## config.mk

```make
export PLATFORM = sky130hd
export DESIGN_NAME = irq_controller
export DESIGN_NICKNAME = d
export VERILOG_FILES = /design/src/rtl/irq_controller.sv
export SDC_FILE = /design/constraint.sdc
export NUM_CORES = 1
export LEC_CHECK = 0
export ABC_AREA = 1
export BUFFER_PORTS_ARGS = -buffer_cell sky130_fd_sc_hd__clkbuf_2
export CORE_UTILIZATION = 41
export DETAILED_ROUTE_END_ITERATION = 8
export GPL_ROUTABILITY_DRIVEN = 0
export PLACE_DENSITY = 0.8
export SKIP_LAST_GASP = 1
export SYNTH_ARGS = -nofsm -noshare
export SYNTH_HDL_FRONTEND = slang
export SYNTH_SLANG_ARGS = --single-unit
```

## constraint.sdc

```tcl
create_clock -name clk -period 1.9 [get_ports clk]
set_clock_uncertainty 0.2 [all_clocks]
set_input_delay 0.095 -clock clk [delete_from_list [all_inputs] [get_ports clk]]
set_output_delay 0.095 -clock clk [all_outputs]
set_load 0.02 [all_outputs]
```

## src/rtl/irq_controller.sv

```systemverilog
// Edge-triggered interrupt collector for the processor IRQ input.
// Ack and return-to-user are inferred from the processor fetch address.
module irq_controller #(
  parameter int unsigned NUM_SRC = 4,
  parameter int unsigned ID_W    = 2,
  parameter logic [31:0] XADR    = 32'h80000008
) (
  input  logic               clk,
  input  logic               RESET,
  input  logic [NUM_SRC-1:0] src_in,
  input  logic [NUM_SRC-1:0] irq_mask,
  input  logic [31:0]        InstAdd,
  output logic               IRQ,
  output logic [ID_W-1:0]    irq_id,
  output logic [NUM_SRC-1:0] pending,
  output logic               busy
);

  typedef enum logic [1:0] {StIdle, StAssert, StService} state_e;

  state_e               state_q, state_d;
  logic                 irq_q, irq_d;
  logic [ID_W-1:0]      id_q, id_d;
  logic [NUM_SRC-1:0]   pend_q, pend_d;
  logic                 busy_q, busy_d;
  logic [NUM_SRC-1:0]   src_prev_q;
  logic                 kernel_prev_q;

  logic [NUM_SRC-1:0]   edges, req, clr;
  logic [ID_W-1:0]      sel_id;
  logic                 found;
  logic                 ack;

  assign edges = src_in & ~src_prev_q;
  assign req   = pend_q & irq_mask;
  // Only a user->supervisor transition landing on the handler counts as an ack.
  assign ack   = (state_q == StAssert) && (InstAdd == XADR) && !kernel_prev_q;

  always_comb begin
    sel_id = '0;
    found  = 1'b0;
    for (int k = 0; k < NUM_SRC; k++) begin
      if (req[k] && !found) begin
        sel_id = ID_W'(k);
        found  = 1'b1;
      end
    end
  end

  always_comb begin
    state_d = state_q;
    irq_d   = irq_q;
    id_d    = id_q;
    busy_d  = busy_q;
    clr     = '0;
    case (state_q)
      StIdle: begin
        irq_d = 1'b0;
        if (|req) begin
          id_d    = sel_id;
          irq_d   = 1'b1;
          state_d = StAssert;
        end
      end
      StAssert: begin
        if (ack) begin
          clr[id_q] = 1'b1;
          irq_d     = 1'b0;
          busy_d    = 1'b1;
          state_d   = StService;
        end else if (!irq_mask[id_q]) begin
          irq_d   = 1'b0;
          state_d = StIdle;
        end
      end
      StService: begin
        if (!InstAdd[31]) begin
          busy_d  = 1'b0;
          state_d = StIdle;
        end
      end
      default: begin
        state_d = StIdle;
        irq_d   = 1'b0;
        busy_d  = 1'b0;
      end
    endcase
    // New edges win over a same-cycle ack clear.
    pend_d = (pend_q & ~clr) | edges;
  end

  always_ff @(posedge clk) begin
    if (RESET) begin
      state_q       <= StIdle;
      irq_q         <= 1'b0;
      id_q          <= '0;
      pend_q        <= '0;
      busy_q        <= 1'b0;
      kernel_prev_q <= 1'b1;
      src_prev_q    <= src_in;
    end else begin
      state_q       <= state_d;
      irq_q         <= irq_d;
      id_q          <= id_d;
      pend_q        <= pend_d;
      busy_q        <= busy_d;
      kernel_prev_q <= InstAdd[31];
      src_prev_q    <= src_in;
    end
  end

  assign IRQ     = irq_q;
  assign irq_id  = id_q;
  assign pending = pend_q;
  assign busy    = busy_q;

endmodule

```

# Yosys cells after proc, flatten, opt, wreduce, memory -nomap -nowiden
# Cells that the tools add are included.
dict set report word_totals {
  reg_bits 15
  input_bits 42
  elab_cells 64
}
dict set report classes {
  n_lt_le_gt_ge 2
  eq_ne 7
  n_mux 24
  bitwise 8
  reduce_logical 16
}
# cell count
set ops {}
lappend ops {{equality test 32 bit, second input constant} 1}
lappend ops {{AND 4 bit} 3}
lappend ops {{2-to-1 mux 2 bit} 6}
lappend ops {{2-to-1 mux 1 bit} 11}
lappend ops {{2-to-1 mux 4 bit} 2}
lappend ops {{NOT 4 bit} 2}
lappend ops {{logical AND 1 bit} 6}
lappend ops {{!= test 2 bit, second input constant} 3}
lappend ops {{case mux 1 bit (3 select lines)} 2}
lappend ops {{case mux 2 bit (3 select lines)} 1}
lappend ops {{AND reduction 3 bit} 2}
lappend ops {{logical NOT 1 bit} 4}
lappend ops {{bitwise OR 4 bit} 1}
lappend ops {{AND reduction 2 bit} 2}
lappend ops {{OR reduction 4 bit} 1}
lappend ops {{< comparator 2 x 3 -> 1 bit, second input constant} 1}
lappend ops {{!= test 3 bit, second input constant} 1}
lappend ops {{binary-select mux 1 bit (select 2 bit)} 1}
lappend ops {{demux 1 bit (select 2 bit)} 1}
lappend ops {{equality test 2 x 1 -> 1 bit, second input constant} 1}
lappend ops {{equality test 2 bit, second input constant} 1}
lappend ops {{greater-or-equal comparator 2 x 1 -> 1 bit, second input constant} 1}
lappend ops {{logical NOT 2 bit} 1}
lappend ops {{NOT 1 bit} 2}

# Depth between registers and ports, before layout
# Gate-level depths: netlist of the first run.
dict set report logic_depth {
  depth_word 11
  mapped_depth 10
  mapped_depth_nobuf 10
}

# Least setup slack after synthesis of the first run
# OpenSTA, ideal clock, no wires.
dict set report synth_timing {
  path_kind {reg-to-reg}
  startpoint {reg id_q[0] (netlist: irq_id[0])}
  endpoint {reg irq_q (netlist: IRQ)}
  setup_time_ns 0.121
  t_arrival_ns 1.086
  required_ns 1.579
  path_slack_ns 0.493
  path_stages_with_launch 11
  n_path_buf 0
  synth_period_minus_slack_ns 1.407
  path_cell_list {dfxtp_1 inv_2 nand2_1 nand2_1 nand2_1 nand2_1 nand2_1 o21bai_4 nand2_2 nand2_2 a21oi_2}
}
dict set report synth_via {
  elab_chain_len 4
}
# item line_no
set synth_lines {}
lappend synth_lines {{from (decl)} 23} ;# logic [ID_W-1:0] id_q, id_d;
lappend synth_lines {{from (signal assigned)} 104} ;# id_q <= id_d;
lappend synth_lines {{binary-select mux 1 bit (select 2 bit)} 71} ;# end else if (!irq_mask[id_q]) begin
lappend synth_lines {{2-to-1 mux 1 bit (implied by the code)} 71}
lappend synth_lines {{!= test 3 bit (no line)} -}
lappend synth_lines {{AND reduction 2 bit (no line)} -}
lappend synth_lines {{to (signal assigned)} 103} ;# irq_q <= irq_d;
lappend synth_lines {{to (decl)} 22} ;# logic irq_q, irq_d;
# Every way passes these cells. The select of a mux whose other input is x is not followed.
# A chain may end at the register's enable or synchronous reset.

# Final worst setup path of the first run
dict set report layout_timing {
  startpoint {in RESET}
  endpoint {reg kernel_prev_q}
}
# item line_no
set layout_lines {}
lappend layout_lines {{from (decl)} 9} ;# input logic RESET,
lappend layout_lines {{to (signal assigned)} 107} ;# kernel_prev_q <= InstAdd[31];
lappend layout_lines {{to (decl)} 27} ;# logic kernel_prev_q;
# No word-level cell between the ends.

==> impl_metrics.csv, run 1 <==
group,metric,value,unit
run_status,run_status,"completed",
critical_path,path_class,"input port to flip-flop",
route,ant_nets,0,
clock_tree,postCtsSetupRepairBufs,0,
yosys,synth_area_leaders,"dfxtp_1 (38%), nand2_1 (16%), nor2_1 (9.6%)",
floorplanning,die_width,45.67,um
clock_tree,ctsResizeCount,0,
clock_tree,root_buffer,"clkbuf_4",
global_routing,grt_max_degree,12,
critical_path,critical_path.startpoint_type,"input port",
timing,final-hold-violation-count,0,
route,first_pass_iters,4,
timing,fin_ws,183.3,ps
placement,port-buffer-count,49,
timing,min_period,1717,ps
timing,slew_headroom,83.23,%
clock_tree,cts_tree,"built",
yosys,syn_area,782.0,um^2
critical_path,critical_path_peak_fanout,11,
cells_and_area,final_util,65.89,%
floorplanning,die_y,45.67,um
route,vias,888,
global_routing,grt_pass1_vias,752,
floorplanning,pin_count,50,
floorplanning,core,1764,um^2
floorplanning,dieArea,2086,um^2
critical_path,critPathRequiredTime,1880,ps
hold_path,hp-class,"input port to flip-flop",
global_routing,grt_first_pass_wirelength,2780,um
timing,timing.fmax,582.5,MHz
route,viasPerCell,4.485,
placement,place_ws,494.9,ps
timing,slew_violations,0,
power,p_leak,0.6190,nW
placement,hpwl,1476,um
clock_tree,clockBufferDepth,2,
timing,hold_slack,49.79,ps
clock_tree,htreeDepth,1,
cells_and_area,nFillCells,186,
critical_path,crit_arrival,1700,ps
yosys,syn_nets,154,
route,first_iter_violations,17,
yosys,ys_ff_latch,15,
yosys,synth-seq-area-share,38.40,%
global_routing,grt_usage,18.72,%
global_routing,antenna_found_initial,0,
cells_and_area,layout-drive-gt1-share,42.77,%
timing,grt_setup_unrepaired,"no",
clock_tree,clkSinkCount,15,
clock_tree,clkLatencyLatePin,280,ps
cells_and_area,fin_cells,198,
power,peakVddDrop,0.4503,mV
route,drc,0,
cells_and_area,nets,216,
yosys,avgSynthCellArea,6.982,um^2
cells_and_area,syn_to_final_growth,48.64,%
timing,setup_tns,0,ps
yosys,yosysTopAreaCell,"dfxtp_1",
critical_path,end_kind,"flip-flop",
clock_tree,hold_buffers,9,
route,wl_per_cell,9.056,um
yosys,netlist.area_leader.share,38.40,%
cells_and_area,insertedDiodeCount,0,
timing,period_share,90.35,%
global_routing,overflow,0,
yosys,ys_types,20,
yosys,ys_warn_count,0,
clock_tree,path_clk_slew,90,ps
floorplanning,rows,15,
power,power.density,610.4,nW/um^2
cells_and_area,final_cell_mix,"clkbuf_2 (49), nand2_1 (34), nor2_1 (20)",
route,drt_wl_total,1793,um
run,max_cap_violations,0,
yosys,syn_inst,112,
cells_and_area,mostFrequentLayoutCell,"clkbuf_2",
timing,setup_violations,0,
placement,dp.cells,185,
floorplanning,start_util,44.33,%
timing,worstMarginPinSlew,251.5,ps
clock_tree,cts_buffers,3,
-- synth_stat cells --
| cell | count |
|---|---|
| nand2_1 | 34 |
| nand3_2 | 1 |
| o21ai_2 | 5 |
| nand2_2 | 5 |
| o21bai_4 | 1 |
| dfxtp_1 | 15 |
| clkinv_1 | 1 |
| clkbuf_8 | 1 |
| a21oi_2 | 1 |
| inv_1 | 9 |
| or2_2 | 1 |
| a221oi_1 | 1 |
| nor2_1 | 20 |
| nand3_1 | 1 |
| inv_2 | 3 |
| a21oi_1 | 8 |
| a211oi_1 | 1 |
| nor2_2 | 2 |
| nor3b_2 | 1 |
| nand2_4 | 1 |
-- routing by layer --
layer  up-vias  GRT usage (%)  routed length (um)
li1        474              -                   -
met1       376          20.99                 719
met2        36          33.43                 917
met3         2          3.571                 144
met4         0          9.091                  12
met5         -              0                   0
-- flip-flops by register name, indices dropped and copies added, names as in the netlist --
name,count
src_prev_q,4
pending,4
kernel_prev_q,1
busy,1
IRQ,1
irq_id,2
state_q,2
-- worst max-delay path, stage by stage --
cell           delay (ps)
dlygate4sd3_1         540
clkbuf_2              200
or2_2                 310
dlygate4sd3_1         550
-- stage by stage --
step / cell area, um^2 / total power, W
3_5_place_dp: 1045 / 0.0005190
5_1_grt: 1162 / 0.0007528
6_report: 1162 / 0.0007095
3_3_place_gp: 1045 / 0.0005150
2_1_floorplan: 782.0 / 0.0004500
4_1_cts: 1162 / 0.0007171
-- report_power, final --
| part | total (W) | switching (W) | internal (W) |
|---|---|---|---|
| Combinational | 0.000173 | 0.0000880 | 0.0000854 |
| Sequential | 0.000353 | 0.0000172 | 0.000336 |
| Clock | 0.000183 | 0.000105 | 0.0000782 |
| Total | 0.000709 | 0.000210 | 0.000499 |
-- layout make-up --
type,count,area (um^2),share of cell area (%)
repair buffers,58,335.3,28.85
clock buffers,3,22.52,1.938
flip-flops and latches,15,300.3,25.83
multi-input cells,83,419.2,36.06
clock inverters,1,5.005,0.4306
well taps,25,31.28,2.691
inverters,13,48.80,4.198
-- worst paths after layout --
path                     from            end  slack, ps  cells past startpoint
setup / recovery        RESET  kernel_prev_q        180                      4
hold / removal    InstAdd[28]     state_q[0]         50                      5
setup reg to reg   pending[1]      irq_id[1]        250                      4
hold reg to reg          busy           busy        270                      2
-- logic make-up after synthesis --
family                 synth area share (%)
AO/OA/AOI/OAI                         16.32
AND/OR/NAND/NOR                       37.28
buffers and inverters                 7.999
flip-flops                            38.40
Note: power is estimated with default switching activity, not from simulation.
==> inputs of run 2 (changes only) <==
Settings changed: GPL_TIMING_DRIVEN set to 0, RECOVER_POWER set to 100.
==> run 2 against run 1 <==
Against the previous run: first-iteration DRC count rose by 12%; register-to-register slack improved by 40 ps; setup slack improved by 3.0 ps; highest routed layer unchanged; critical endpoint is now irq_id[1]; sequential power barely moved; via count rose by 3.7%; fmax rose by 0.18%; routed wire length rose by 10%; largest cell class unchanged.
==> impl_metrics.csv, run 2 (synthesis results as in run 1) <==
group,metric,value,unit
route,vias,921,
critical_path,path_buf_inv,3,
critical_path,crit_arrival,1710,ps
timing,final-hold-violation-count,0,
cells_and_area,final_util,63.62,%
power,power.density,622.6,nW/um^2
power,p_leak,0.5664,nW
global_routing,grt_first_pass_wirelength,2918,um
timing,period_share,90.19,%
cells_and_area,mostFrequentLayoutCell,"clkbuf_2",
global_routing,grt.met2_usage,40.57,%
critical_path,critical_path.startpoint_type,"input port",
clock_tree,clkSinkCount,15,
route,drc,0,
global_routing,overflow,0,
global_routing,grt_pass1_vias,793,
timing,slew_headroom,74.63,%
clock_tree,htreeDepth,1,
floorplanning,rows,15,
timing,worstMarginPinSlew,378.0,ps
cells_and_area,syn_to_final_growth,43.52,%
critical_path,max_stage_delay,550,ps
clock_tree,path_clk_slew,80,ps
timing,min_period,1714,ps
timing,grt_setup_unrepaired,"no",
critical_path,end_kind,"flip-flop",
floorplanning,core,1764,um^2
route,first_pass_iters,4,
global_routing,grt_usage,20.15,%
global_routing,grtUsageMet3,3.571,%
power,fin_total_pwr,0.0006988,W
cells_and_area,nets,217,
global_routing,antenna_found_initial,0,
route,drt_wl_total,1980,um
timing,setup_tns,0,ps
floorplanning,start_util,44.33,%
floorplanning,die_y,45.67,um
critical_path,critical_path_peak_fanout,2,
placement,dp.cells,186,
floorplanning,die_width,45.67,um
timing,timing.fmax,583.6,MHz
critical_path,cp_cell_sequence,"dlygate4sd3_1, clkbuf_2, nand2_1, nand2_2, dlygate4sd3_1, a221oi_1",
global_routing,grt-busiest-layer,"met2",
placement,port-buffer-count,49,
critical_path,critPathRequiredTime,1890,ps
cells_and_area,fin_cells,199,
power,p_int,0.0004964,W
hold_path,hp-class,"input port to flip-flop",
global_routing,use_met1,19.07,%
floorplanning,dieArea,2086,um^2
clock_tree,clkLatencyLatePin,280,ps
power,power.net_switching,0.0002024,W
critical_path,critPathSlowestCell,"dlygate4sd3_1",
global_routing,grt_max_degree,11,
clock_tree,postCtsSetupRepairBufs,0,
power,peakVddDrop,0.5186,mV
cells_and_area,layout-drive-gt1-share,32.18,%
run_status,run_status,"completed",
route,ant_nets,0,
placement,hpwl,1473,um
route,wl_per_cell,9.950,um
timing,hold_slack,48.51,ps
critical_path,crit_path_frequent_cell,"dlygate4sd3_1",
clock_tree,cts_tree,"built",
power,sequentialPowerShare,50.4,%
power,comb_power_share,23.8,%
critical_path,crit_family,"buffers and inverters",
route,first_iter_violations,19,
cells_and_area,insertedDiodeCount,0,
power,pwr-share-clk,25.8,%
power,switching_share,28.96,%
clock_tree,ctsResizeCount,0,
clock_tree,root_buffer,"clkbuf_4",
timing,setup_violations,0,
clock_tree,clockBufferDepth,2,
critical_path,path_class,"input port to flip-flop",
floorplanning,pin_count,50,
cells_and_area,final_cell_mix,"clkbuf_2 (39), nand2_1 (36), nor2_1 (20)",
timing,slew_violations,0,
route,viasPerCell,4.628,
run,max_cap_violations,0,
clock_tree,cts_buffers,3,
run 2: changes by cell type in the layout (fill, tap and decap cells not counted):
cell	before	now
clkbuf_1	0	11
clkbuf_2	49	39
o21ai_2	5	0
o21ai_0	0	4
nand2_1	34	36
clkbuf_8	0	1
clkinv_2	1	0
nand2_2	5	4
nand2_4	1	0
o21ai_1	0	1
o21bai_1	0	1
o21bai_4	1	0
run 2: repair_timing:
| action | 4_1_cts | 5_1_grt |
|---|---|---|
| hold endpoints to repair | 15 | 0 |
| setup endpoints to repair | 0 | 0 |
| hold buffers | 9 | 0 |
run 2: cell type report:
cell class	count	area, um^2
inverters	13	48.80
fillers	200	641.9
plain buffers	1	13.76
repair buffers	58	322.8
well taps	25	31.28
clock buffers	4	26.28
flip-flops and latches	15	300.3
multi-input cells	83	379.1
run 2: worst register-to-register path, cell delays in order (launching register included):
cell and delay (ps):
dfxtp_1 330, nand2_1 100, nand2_2 70, dlygate4sd3_1 550
a221oi_1 270
run 2: final timing paths:
check	startpoint	to	cells after the start	slack, ps
setup / recovery	irq_mask[0]	irq_id[1]	6	190
hold / removal	InstAdd[27]	state_q[0]	5	50
setup reg to reg	pending[1]	irq_id[1]	4	290
hold reg to reg	src_prev_q[1]	pending[1]	3	280
run 2: layer usage:
metal,up-vias,wire length (um)
li1,471,-
met1,400,759
met2,43,1064
met3,7,124
met4,0,31
met5,-,0
run 2: metrics by stage:
| step | setup WS (ps) | instance area (um^2) |
|---|---|---|
| 2_1_floorplan | 493.2 | 782.0 |
| 3_3_place_gp | 525.2 | 1059 |
| 3_5_place_dp | 487.0 | 1059 |
| 4_1_cts | 166.6 | 1175 |
| 5_1_grt | 57.61 | 1122 |
| 6_report | 186.4 | 1122 |
run 2: power groups by stage:
stage          combinational, W  sequential, W  clock, W
3_5_place_dp           0.000162       0.000361         0
2_1_floorplan         0.0000765       0.000374         0
3_3_place_gp           0.000157       0.000360         0
5_1_grt                0.000185       0.000355  0.000193
6_report               0.000166       0.000352  0.000180
4_1_cts                0.000178       0.000354  0.000186
==> inputs of run 3 (changes only) <==
Clock period 1.9 ns to 1.7 ns, I/O delays scaled along.
==> run 3 against run 2 <==
Against the previous run: critical path depth is 2 lower; sequential power rose by 12%; cell area rose by 0.89%; non-clock buffer count unchanged; combinational power grew 12%; final cell count is the same; register-to-register slack got worse by 40 ps; critical endpoint is now kernel_prev_q; largest cell class unchanged.
==> impl_metrics.csv, run 3 (synthesis results as in run 1) <==
group,metric,value,unit
placement,place_ws,287.0,ps
power,power.density,688.9,nW/um^2
critical_path,r2r-start,"irq_id[0]",
route,vias,916,
cells_and_area,final_cell_mix,"clkbuf_2 (40), nand2_1 (36), nor2_1 (20)",
timing,setup_violations,0,
timing,setup_tns,0,ps
global_routing,antenna_found_initial,0,
timing,fin_ws,82.67,ps
floorplanning,die_y,45.67,um
critical_path,critical_path.startpoint_type,"input port",
clock_tree,clkSinkCount,15,
critical_path,critPathSlowestCell,"dlygate4sd3_1",
floorplanning,core,1764,um^2
floorplanning,start_util,44.33,%
floorplanning,die_width,45.67,um
timing,final-hold-violation-count,0,
hold_path,worstHoldStart,"InstAdd[27]",
critical_path,crit_arrival,1590,ps
timing,min_period,1617,ps
placement,port-buffer-count,49,
clock_tree,htreeDepth,1,
cells_and_area,final_util,64.18,%
critical_path,cp_cell_sequence,"dlygate4sd3_1, clkbuf_2, or2_2, dlygate4sd3_1",
hold_path,hp-class,"input port to flip-flop",
clock_tree,ctsResizeCount,0,
cells_and_area,insertedDiodeCount,0,
clock_tree,cts_tree,"built",
power,fin_total_pwr,0.0007801,W
critical_path,critical_path_peak_fanout,2,
global_routing,grt_usage,19.98,%
cells_and_area,layout-drive-gt1-share,33.33,%
clock_tree,clkLatencyLatePin,280,ps
global_routing,grt_max_degree,11,
cells_and_area,syn_to_final_growth,44.80,%
critical_path,end_kind,"flip-flop",
timing,slew_violations,0,
global_routing,grt_first_pass_wirelength,2891,um
critical_path,path_buf_inv,3,
clock_tree,root_buffer,"clkbuf_4",
route,wl_per_cell,9.854,um
critical_path,crit_family,"buffers and inverters",
run,max_cap_violations,0,
route,first_iter_violations,11,
timing,worstMarginPinSlew,257.6,ps
timing,grt_setup_unrepaired,"no",
global_routing,overflow,0,
power,peakVddDrop,0.5730,mV
critical_path,crit_path_frequent_cell,"dlygate4sd3_1",
critical_path,max_stage_delay,550,ps
clock_tree,clockBufferDepth,2,
route,viasPerCell,4.603,
global_routing,grt_pass1_vias,807,
floorplanning,dieArea,2086,um^2
critical_path,path_class,"input port to flip-flop",
critical_path,critPathRequiredTime,1680,ps
cells_and_area,nets,217,
critical_path,startpoint,"InstAdd[31]",
floorplanning,rows,15,
route,drt_wl_total,1961,um
floorplanning,pin_count,50,
timing,hold_slack,33.89,ps
route,ant_nets,0,
timing,period_share,95.14,%
placement,hpwl,1473,um
route,drc,0,
clock_tree,path_clk_slew,80,ps
timing,timing.fmax,618.3,MHz
route,first_pass_iters,4,
clock_tree,cts_buffers,3,
run_status,run_status,"completed",
power,p_leak,0.5856,nW
timing,slew_headroom,82.90,%
cells_and_area,mostFrequentLayoutCell,"clkbuf_2",
[run 3: cell types whose count changed in the layout (fill, tap and decap cells not counted)]
| cell | before | now |
|---|---|---|
| clkbuf_1 | 11 | 10 |
| clkbuf_2 | 39 | 40 |
| nand2_2 | 4 | 3 |
| nand2_4 | 0 | 1 |
| o21ai_0 | 4 | 3 |
| o21ai_2 | 0 | 1 |
[run 3: worst paths after layout]
path	endpoint	slack [ps]	cells after the start
worst min-delay path	state_q[1]	30	6
worst min register to register	busy	280	2
worst max-delay path	kernel_prev_q	80	4
worst max register to register	IRQ	250	10
[run 3: worst min-delay path, delay by kind of cell]
family,cells,cell delay [ps]
AND/OR/NAND/NOR,3,180
buffers and inverters,2,150
AO/OA/AOI/OAI,1,60
[run 3: timing repair]
item | in CTS | in global routing
hold endpoints to repair | 15 | 0
hold buffers | 9 | 0
setup buffers | 0 | 0
[run 3: cell type report]
class                   count  area [um^2]
fillers                   197        631.9
multi-input cells          83        387.9
repair buffers             58        324.1
flip-flops and latches     15        300.3
inverters                  13        48.80
well taps                  25        31.28
clock buffers               4        26.28
plain buffers               1        13.76
[run 3: where the power goes]
group	internal, W	switching, W
Sequential	0.000375	0.0000188
Combinational	0.0000890	0.0000967
Clock	0.0000912	0.000109
Total	0.000555	0.000225
[run 3: per-layer routing]
layer  routed length (um)  up-vias  GRT usage (%)  share of wire, %
met3                  121        5          4.365               6.2
met2                 1068       40          39.14                54
li1                     -      475              -                 -
met5                    0        -              0                 0
met4                   34        0          12.12               1.7
met1                  737      396          18.09                38
[run 3: per-stage QoR]
stage | std cells | area [um^2]
2_1_floorplan | 112 | 782.0
3_3_place_gp | 186 | 1059
3_5_place_dp | 186 | 1059
4_1_cts | 199 | 1175
5_1_grt | 199 | 1132
6_report | 199 | 1132
